<file path="src/rtl/load_use_stall_ctrl_pkg.sv">
// Shared constants for the ID-stage hazard logic: MIPS opcodes, instruction
// field positions, stall FSM encoding and the source-decode bundle.
package load_use_stall_ctrl_pkg;

  localparam logic [5:0] OP_RTYPE = 6'b000000;
  localparam logic [5:0] OP_J     = 6'b000010;
  localparam logic [5:0] OP_JAL   = 6'b000011;
  localparam logic [5:0] OP_BEQ   = 6'b000100;
  localparam logic [5:0] OP_BNE   = 6'b000101;
  localparam logic [5:0] OP_LUI   = 6'b001111;
  localparam logic [5:0] OP_LW    = 6'b100011;
  localparam logic [5:0] OP_SW    = 6'b101011;

  localparam int OPC_HI = 31;
  localparam int OPC_LO = 26;
  localparam int RS_HI  = 25;
  localparam int RS_LO  = 21;
  localparam int RT_HI  = 20;
  localparam int RT_LO  = 16;

  localparam logic [0:0] ST_RUN     = 1'b0;
  localparam logic [0:0] ST_BR_WAIT = 1'b1;

  typedef struct packed {
    logic       uses_rs;
    logic       uses_rt;
    logic       is_branch;
    logic       is_lw;
    logic [4:0] rs;
    logic [4:0] rt;
  } src_decode_t;

  // A producer only matters when it really writes a register other than $0.
  function automatic logic reg_hit(input logic       reg_write,
                                   input logic [4:0] dst,
                                   input logic       used,
                                   input logic [4:0] src);
    return reg_write && (dst != 5'd0) && used && (dst == src);
  endfunction

endpackage

</file>
<file path="src/rtl/load_use_stall_ctrl_instr_src_decode.sv">
// Source-operand decode of the ID instruction, shared with the address
// forward detector so both blocks agree on which registers are read.
module instr_src_decode
  import load_use_stall_ctrl_pkg::*;
(
  input  logic [31:0] instr,
  output logic        uses_rs,
  output logic        uses_rt,
  output logic        is_branch,
  output logic        is_lw,
  output logic [4:0]  rs,
  output logic [4:0]  rt
);

  logic [5:0]  opcode;
  logic        unused_imm;

  assign opcode     = instr[OPC_HI:OPC_LO];
  assign rs         = instr[RS_HI:RS_LO];
  assign rt         = instr[RT_HI:RT_LO];
  assign unused_imm = &{1'b0, instr[15:0]};

  always_comb begin
    uses_rs   = 1'b1;
    uses_rt   = 1'b0;
    is_branch = 1'b0;
    is_lw     = 1'b0;
    case (opcode)
      OP_J, OP_JAL, OP_LUI: uses_rs = 1'b0;
      default:              uses_rs = 1'b1;
    endcase
    case (opcode)
      OP_RTYPE, OP_SW:      uses_rt = 1'b1;
      OP_BEQ, OP_BNE: begin
        uses_rt   = 1'b1;
        is_branch = 1'b1;
      end
      OP_LW:                is_lw = 1'b1;
      default:              uses_rt = 1'b0;
    endcase
  end

endmodule

</file>
<file path="src/rtl/load_use_stall_ctrl.sv">
// ID-stage stall controller: freezes PC and IF/ID and bubbles ID/EX on
// load-use, branch-operand and lw base-address hazards; counts stall cycles.
module load_use_stall_ctrl
  import load_use_stall_ctrl_pkg::*;
#(
  parameter bit USE_ADDR_FWD = 1'b1,
  parameter int CNT_W        = 16
) (
  input  logic             clock,
  input  logic             reset,
  input  logic [31:0]      IF_ID_instr,
  input  logic [4:0]       ID_EX_dstReg,
  input  logic             ID_EX_RegWrite,
  input  logic             ID_EX_MemRead,
  input  logic             ram_addr_fwd,
  input  logic             flush,
  output logic             pc_write,
  output logic             if_id_write,
  output logic             id_ex_bubble,
  output logic [CNT_W-1:0] stall_cycles
);

  src_decode_t dec;
  logic [0:0]  state;
  logic [0:0]  state_next;
  logic        match_rs;
  logic        match_rt;
  logic        match;
  logic        hazard_load;
  logic        hazard_br;
  logic        hazard_addr;
  logic        addr_uncovered;
  logic        stall;

  instr_src_decode u_decode (
    .instr     (IF_ID_instr),
    .uses_rs   (dec.uses_rs),
    .uses_rt   (dec.uses_rt),
    .is_branch (dec.is_branch),
    .is_lw     (dec.is_lw),
    .rs        (dec.rs),
    .rt        (dec.rt)
  );

  always_comb begin
    match_rs       = reg_hit(ID_EX_RegWrite, ID_EX_dstReg, dec.uses_rs, dec.rs);
    match_rt       = reg_hit(ID_EX_RegWrite, ID_EX_dstReg, dec.uses_rt, dec.rt);
    match          = match_rs || match_rt;
    addr_uncovered = !USE_ADDR_FWD || !ram_addr_fwd;
    hazard_load    = match && ID_EX_MemRead;
    hazard_br      = match && !ID_EX_MemRead && dec.is_branch;
    hazard_addr    = dec.is_lw && match_rs && !ID_EX_MemRead && addr_uncovered;
  end

  // A branch waiting on a load needs the loaded value past MEM, hence the
  // second, unconditional bubble in BR_WAIT.
  always_comb begin
    stall      = 1'b0;
    state_next = ST_RUN;
    if (!reset && !flush) begin
      case (state)
        ST_BR_WAIT: stall = 1'b1;
        default: begin
          stall = hazard_load || hazard_br || hazard_addr;
          if (hazard_load && dec.is_branch)
            state_next = ST_BR_WAIT;
        end
      endcase
    end
  end

  assign pc_write     = !stall;
  assign if_id_write  = !stall;
  assign id_ex_bubble = stall;

  always_ff @(posedge clock) begin
    if (reset) begin
      state        <= ST_RUN;
      stall_cycles <= '0;
    end else begin
      state <= state_next;
      if (id_ex_bubble && (stall_cycles != {CNT_W{1'b1}}))
        stall_cycles <= stall_cycles + CNT_W'(1);
    end
  end

endmodule
</file>
<file path="config.mk">
export PLATFORM = sky130hd
export DESIGN_NAME = load_use_stall_ctrl
export DESIGN_NICKNAME = d
export VERILOG_FILES = /design/src/rtl/load_use_stall_ctrl_pkg.sv /design/src/rtl/load_use_stall_ctrl_instr_src_decode.sv /design/src/rtl/load_use_stall_ctrl.sv
export SDC_FILE = /design/constraint.sdc
export NUM_CORES = 1
export LEC_CHECK = 0
export CAP_MARGIN = 30
export CORE_UTILIZATION = 43
export DETAILED_ROUTE_END_ITERATION = 10
export HOLD_SLACK_MARGIN = 0.12
export PLACE_DENSITY = 0.85
export RECOVER_POWER = 25
export SYNTH_ARGS = -nofsm -noshare
export SYNTH_HDL_FRONTEND = slang
export SYNTH_HIERARCHICAL = 1
export SYNTH_SLANG_ARGS = --single-unit
export TNS_END_PERCENT = 20
</file>
<file path="constraint.sdc">
create_clock -name clock -period 3.8 [get_ports clock]
set_input_delay 0.38 -clock clock [delete_from_list [all_inputs] [get_ports clock]]
set_output_delay 0.38 -clock clock [all_outputs]
set_load 0.03 [all_outputs]
</file>
Yosys cells after proc, flatten, opt, wreduce, memory -nomap -nowiden

Cells that the tools add are included.
Widths: inputs -> output; s select.

Add/sub/neg operators: 1
Equality and inequality tests: 10
Multiplexer cells: 7
Bitwise operators: 1
Reductions and logical operators: 28

Operators with widths:

| kind                  | count |
|---|---|
| $add 16x1->16 const B | 1 |
| $ne 16x16->1 const B  | 1 |
| $logic_and 1x1->1     | 14 |
| $eq 6x2->1 const B    | 2 |
| $eq 6x3->1 const B    | 2 |
| $eq 6x6->1 const B    | 2 |
| $eq 5x5->1            | 2 |
| $mux 1                | 7 |
| $eq 6x4->1 const B    | 1 |
| $logic_not 6->1       | 1 |
| $reduce_or 3->1       | 2 |
| $logic_not 1->1       | 5 |
| $reduce_bool 5->1     | 1 |
| $reduce_or 4->1       | 1 |
| $logic_or 1x1->1      | 3 |
| $reduce_or 2->1       | 1 |
| $not 1->1             | 1 |

Flip-flop bits (word level): 17
Input bits: 43
Output and inout port bits: 19
Logic and storage cells: 49

Logic depth before layout (Yosys ltp)

Depth in word-level cells: 13
Mapped depth: 9
Gate-level depth less buffers: 8

By module

Netlist, hierarchy kept.

Modules (own cells, without submodules):

| module              | instances | cells each | area each (um^2) |
|---|---|---|---|
| load_use_stall_ctrl | 1         | 132        | 1,093.5 |
| instr_src_decode    | 1         | 21         | 152.6 |

Worst setup path after synthesis

OpenSTA, ideal clock, no wires.

Kind: input-to-output
Start point: input ID_EX_dstReg[1]
End point: output pc_write
Arrival: 2.024 ns
Data required time: 3.420 ns
Path slack: 1.396 ns
Cell stages on the path: 6
Path buffers: 2
Path through: or4_1 > o211ai_2 > nor2_1 > a211oi_4 > buf_4 > buf_4

Word-level cells in the longest chain between the ends: 12
Elaborated cells on any way between the ends: 20

Ends and longest elaborated chain:

| item                            | RTL line                      | RTL |
|---|---|---|
| start: declaration              | load_use_stall_ctrl.sv:12     | `input logic [4:0] ID_EX_dstReg,` |
| $reduce_bool 5->1               | load_use_stall_ctrl_pkg.sv:38 | `return reg_write && (dst != 5'd0) && used && (dst == src);` |
| $logic_and 1x1->1 (3 in series) | load_use_stall_ctrl_pkg.sv:38 |  |
| $logic_or 1x1->1                | load_use_stall_ctrl.sv:48     | `match = match_rs \|\| match_rt;` |
| $logic_and 1x1->1 (2 in series) | load_use_stall_ctrl.sv:51     | `hazard_br = match && !ID_EX_MemRead && dec.is_branch;` |
| $logic_or 1x1->1                | load_use_stall_ctrl.sv:64     | `stall = hazard_load \|\| hazard_br \|\| hazard_addr;` |
| $logic_or 1x1->1 *              | load_use_stall_ctrl.sv:64     |  |
| $mux 1 *                        | load_use_stall_ctrl.sv:61     | `case (state)` |
| $mux 1 *                        | load_use_stall_ctrl.sv:60     | `if (!reset && !flush) begin` |
| $logic_not 1->1 *               | --                            |  |
| end: declaration                | load_use_stall_ctrl.sv:17     | `output logic pc_write,` |

Mark *: on every way between the ends. The rest lies on a longest branch, timed or not.

==> impl_table.tex <==
\begin{tabular}{lr}
\hline
Metric & Value \\
\hline
\multicolumn{2}{l}{\textbf{Status}} \\
Outcome & finished, final reports clean \\
\multicolumn{2}{l}{\textbf{Clock tree}} \\
Maximum buffer depth of the clock tree & 2 \\
Number of levels in the clock H-tree & 1 \\
Clock Latency Late Sink & around 0.30 ns \\
Number of gates given a new drive strength after cts & 0 \\
Hold buffers post-CTS & 0 \\
Clock Pin Slew Worst Setup and Hold Paths & $\sim$0.090 ns \\
Count of clock tree sinks & 17 \\
Post-CTS Repair Setup Buffers & 0 \\
Number of CTS-inserted buffers & 3 \\
TritonCTS clock tree & done \\
Clock Root Buffer & clkbuf\_4 \\
\multicolumn{2}{l}{\textbf{Power and ir drop}} \\
Sequential Power Share & 0.530 \\
Leakage power total & 0.573 nW \\
Clk network pwr share & 0.296 \\
Internal & 0.255 mW \\
Power density relative to cell area & approximately 200 mW/mm\^{}2 \\
Switching portion of total power & 0.243 \\
VDD IR max & roughly 0.00021 V \\
Switching power & 0.0816 mW \\
Comb power frac & 0.174 \\
Post-layout power & approximately 0.34 mW \\
\multicolumn{2}{l}{\textbf{Yosys}} \\
Post-Synthesis Mean Instance Area & between 8 and 9 sq um \\
Share of the synthesized area in the top cell type & 0.273 \\
Number of library cell types mapped by synthesis & 43 \\
Top cells by area in the synthesized netlist & dfxtp\_1 27\%, buf\_4 7.2\%, xnor2\_1 7.0\% \\
Cell area after technology mapping & $\sim$0.0012 sq mm \\
Most area-hungry cell type in the Yosys netlist & dfxtp\_1 \\
Number of warnings printed during yosys synthesis & 6 \\
Sequential area share after synthesis & 0.273 \\
Cells after synthesis & 153 \\
Post-Synthesis Net Count & between 150 and 200 \\
Register bit total from synthesis & 17 \\
\multicolumn{2}{l}{\textbf{Place}} \\
Routability Congestion & just under 0.8 \\
Port Buffer Count & between 40 and 50 \\
Standard cell area after detailed placement & approximately 0.0016 sq mm \\
Placed Cells incl. Taps & 216 \\
HPWL after detailed placement & 2590 um \\
\multicolumn{2}{l}{\textbf{Global route}} \\
Global-route wire length before repair & between 5000 and 6000 um \\
Vias in the first global route & $\sim$1200 \\
Global Route met2 Usage & 0.394 \\
Global route hottest layer & met2 \\
Global-route met1 utilization & 0.206 \\
Maximum number of pins on one net before global-route repair & 19 \\
Gr ovfl total & 0 \\
GRT Overall Usage & 0.204 \\
Number of antenna violations at the first check in global routing & 0 \\
Met3 demand-to-capacity share in global routing & 0.0488 \\
\multicolumn{2}{l}{\textbf{STA}} \\
Total count of hold-check failures in the final report & 0 \\
Final total negative setup slack & 0 ns \\
Achievable frequency & around 280 MHz \\
Relative max-transition margin & 0.582 \\
Time the final worst path needs with I/O delays and setup & between 3 and 4 ns \\
Setup-violating endpoint count in the final report & 0 \\
Final critical-path share of the clock period & 0.933 \\
Pin slew with the least headroom to its limit & just over 0.6 ns \\
Count of pins over their slew limit & 0 \\
Unrepaired setup endpoints after global routing & false \\
Worst setup skew after layout & 0.00638 ns \\
\multicolumn{2}{l}{\textbf{Route}} \\
Total routed wirelength & 3160 um \\
Remaining DRCs & 0 \\
Per-cell via count in the routed design & approximately 6.0 \\
Vias after detailed routing & approximately 1300 \\
Routed Antenna Nets & 0 \\
Detailed-routing iteration count for the pre-antenna-repair pass & 4 \\
Post-detailed-route wirelength per cell & approximately 14 um \\
Initial DRC count & 44 \\
\multicolumn{2}{l}{\textbf{Critical path}} \\
Worst endpoint data arrival time & between 3 and 4 ns \\
Startpoint types & primary input \\
Worst EP required & roughly 3.4 ns \\
Worst Setup Path Type & primary input to output pin \\
CP Max Fanout & 13 \\
Type of element capturing the critical path & output pin \\
\multicolumn{2}{l}{\textbf{Min path}} \\
Tightest Hold Check Type & flop to flop \\
\multicolumn{2}{l}{\textbf{Floorplanning}} \\
Count of boundary I/O pins & 62 \\
Initial Util & 0.452 \\
Num rows & 19 \\
Floorplan die width & approximately 56 um \\
Area of the die & between 0.003 and 0.004 sq mm \\
Chip Height & between 50 and 60 um \\
Floorplan Core Area & 0.00276 sq mm \\
\multicolumn{2}{l}{\textbf{Cells and area}} \\
Non-Filler Cell Area, Final & about 0.0017 sq mm \\
Non-filler instance count after layout & 220 \\
ANT cells & 0 \\
Share of layout cells above drive strength 1 & 0.0794 \\
Most frequent cells in the layout & 36 x clkdlybuf4s50\_1, 17 x dfxtp\_1, 13 x nor2\_1, 11 x nand2\_1, 10 x xnor2\_1 \\
Layout net count & between 200 and 250 \\
Leading cell type in the layout, fill and taps excluded & clkdlybuf4s50\_1 \\
Area delta synth->final & 34.4\% \\
\multicolumn{2}{l}{\textbf{Run}} \\
Count of maximum capacitance violations & 0 \\
\hline
\end{tabular}
## path summary, 6_finish.rpt
kind	startpoint	to	slack, ns	depth (start not counted)
worst max-delay path	IF_ID_instr[28]	id_ex_bubble	0.26	8
worst min-delay path	state$_SDFF_PP0_	state$_SDFF_PP0_	0.41	1
worst max register to register	stall_cycles[7]$_SDFFE_PP0P_	stall_cycles[13]$_SDFFE_PP0P_	1.65	5
worst min register to register	state$_SDFF_PP0_	state$_SDFF_PP0_	0.41	1
## layout make-up
class	count	area [sq um]
well taps	31	38.8
repair buffers	49	480
multi-input cells	116	778
flip-flops and latches	17	340
clock buffers	4	26.3
fillers	253	1080
inverters	3	11.3
## power by group through the flow
stage	Clock, mW	Combinational (mW)	Sequential (mW)
after CTS	0.101	0.0588	0.178
after global routing	0.105	0.0629	0.178
after detailed placement	0	0.0587	0.182
final	0.0996	0.0586	0.178
after global placement	0	0.0557	0.182
after floorplan	0	0.0293	0.182
## worst max-delay path, stage by stage
cell	delay [ns]
clkdlybuf4s50_1	0.46
nand4b_1	0.24
nor3_1	0.16
or3b_2	0.46
nor4_1	0.49
a211oi_4	0.19
inv_2	0.11
clkdlybuf4s50_1	0.67
## per-stage QoR
stage	hold slack (ns)	setup slack, ns	utilization
after floorplan	0.388	1.40	-
after detailed placement	0.403	0.229	0.598
after global placement	0.399	0.409	0.598
after CTS	0.417	0.234	0.608
after global routing	0.456	0.142	0.608
final	0.413	0.256	0.608
## layer usage
| metal | wire length (um) | part of all wire | up-vias |
|---|---|---|---|
| met5 | 0 | 0 | - |
| met4 | 84 | 0.027 | 0 |
| met3 | 176 | 0.056 | 12 |
| met2 | 1690 | 0.53 | 63 |
| met1 | 1210 | 0.38 | 616 |
| li1 | - | - | 625 |
## cell families after synthesis
| logic type | count (synthesis) | synth area share |
|---|---|---|
| AO/OA/AOI/OAI | 26 | 0.152 |
| XOR/XNOR | 10 | 0.0703 |
| adder cells (fa/ha/maj) | 1 | 0.0100 |
| buffers and inverters | 20 | 0.102 |
| flip-flops | 17 | 0.273 |
| multiplexers | 5 | 0.0482 |
| AND/OR/NAND/NOR | 74 | 0.344 |
## flip-flops by register name, indices dropped and copies added (netlist names)
name / count
state: 1
stall_cycles: 16
## cell usage after synthesis, drive strengths merged
library cell / n
buf: 13
nand3: 4
dfxtp: 17
mux2: 5
o21a: 2
nand2b: 1
or4b: 1
nor4: 7
a211oi: 1
or3: 6
o311ai: 2
o21ai: 5
nor3: 2
or3b: 2
clkbuf: 4
o22ai: 1
o41ai: 1
and2: 3
and3: 3
o31ai: 2
nand4b: 1
or4: 7
nand4: 6
or2b: 1
o31a: 2
nor4b: 2
ha: 1
a21oi: 7
inv: 3
o2bb2ai: 1
nor2: 13
nor2b: 4
xnor2: 10
nand2: 11
o211ai: 2
(Power assumes the default switching activity.)
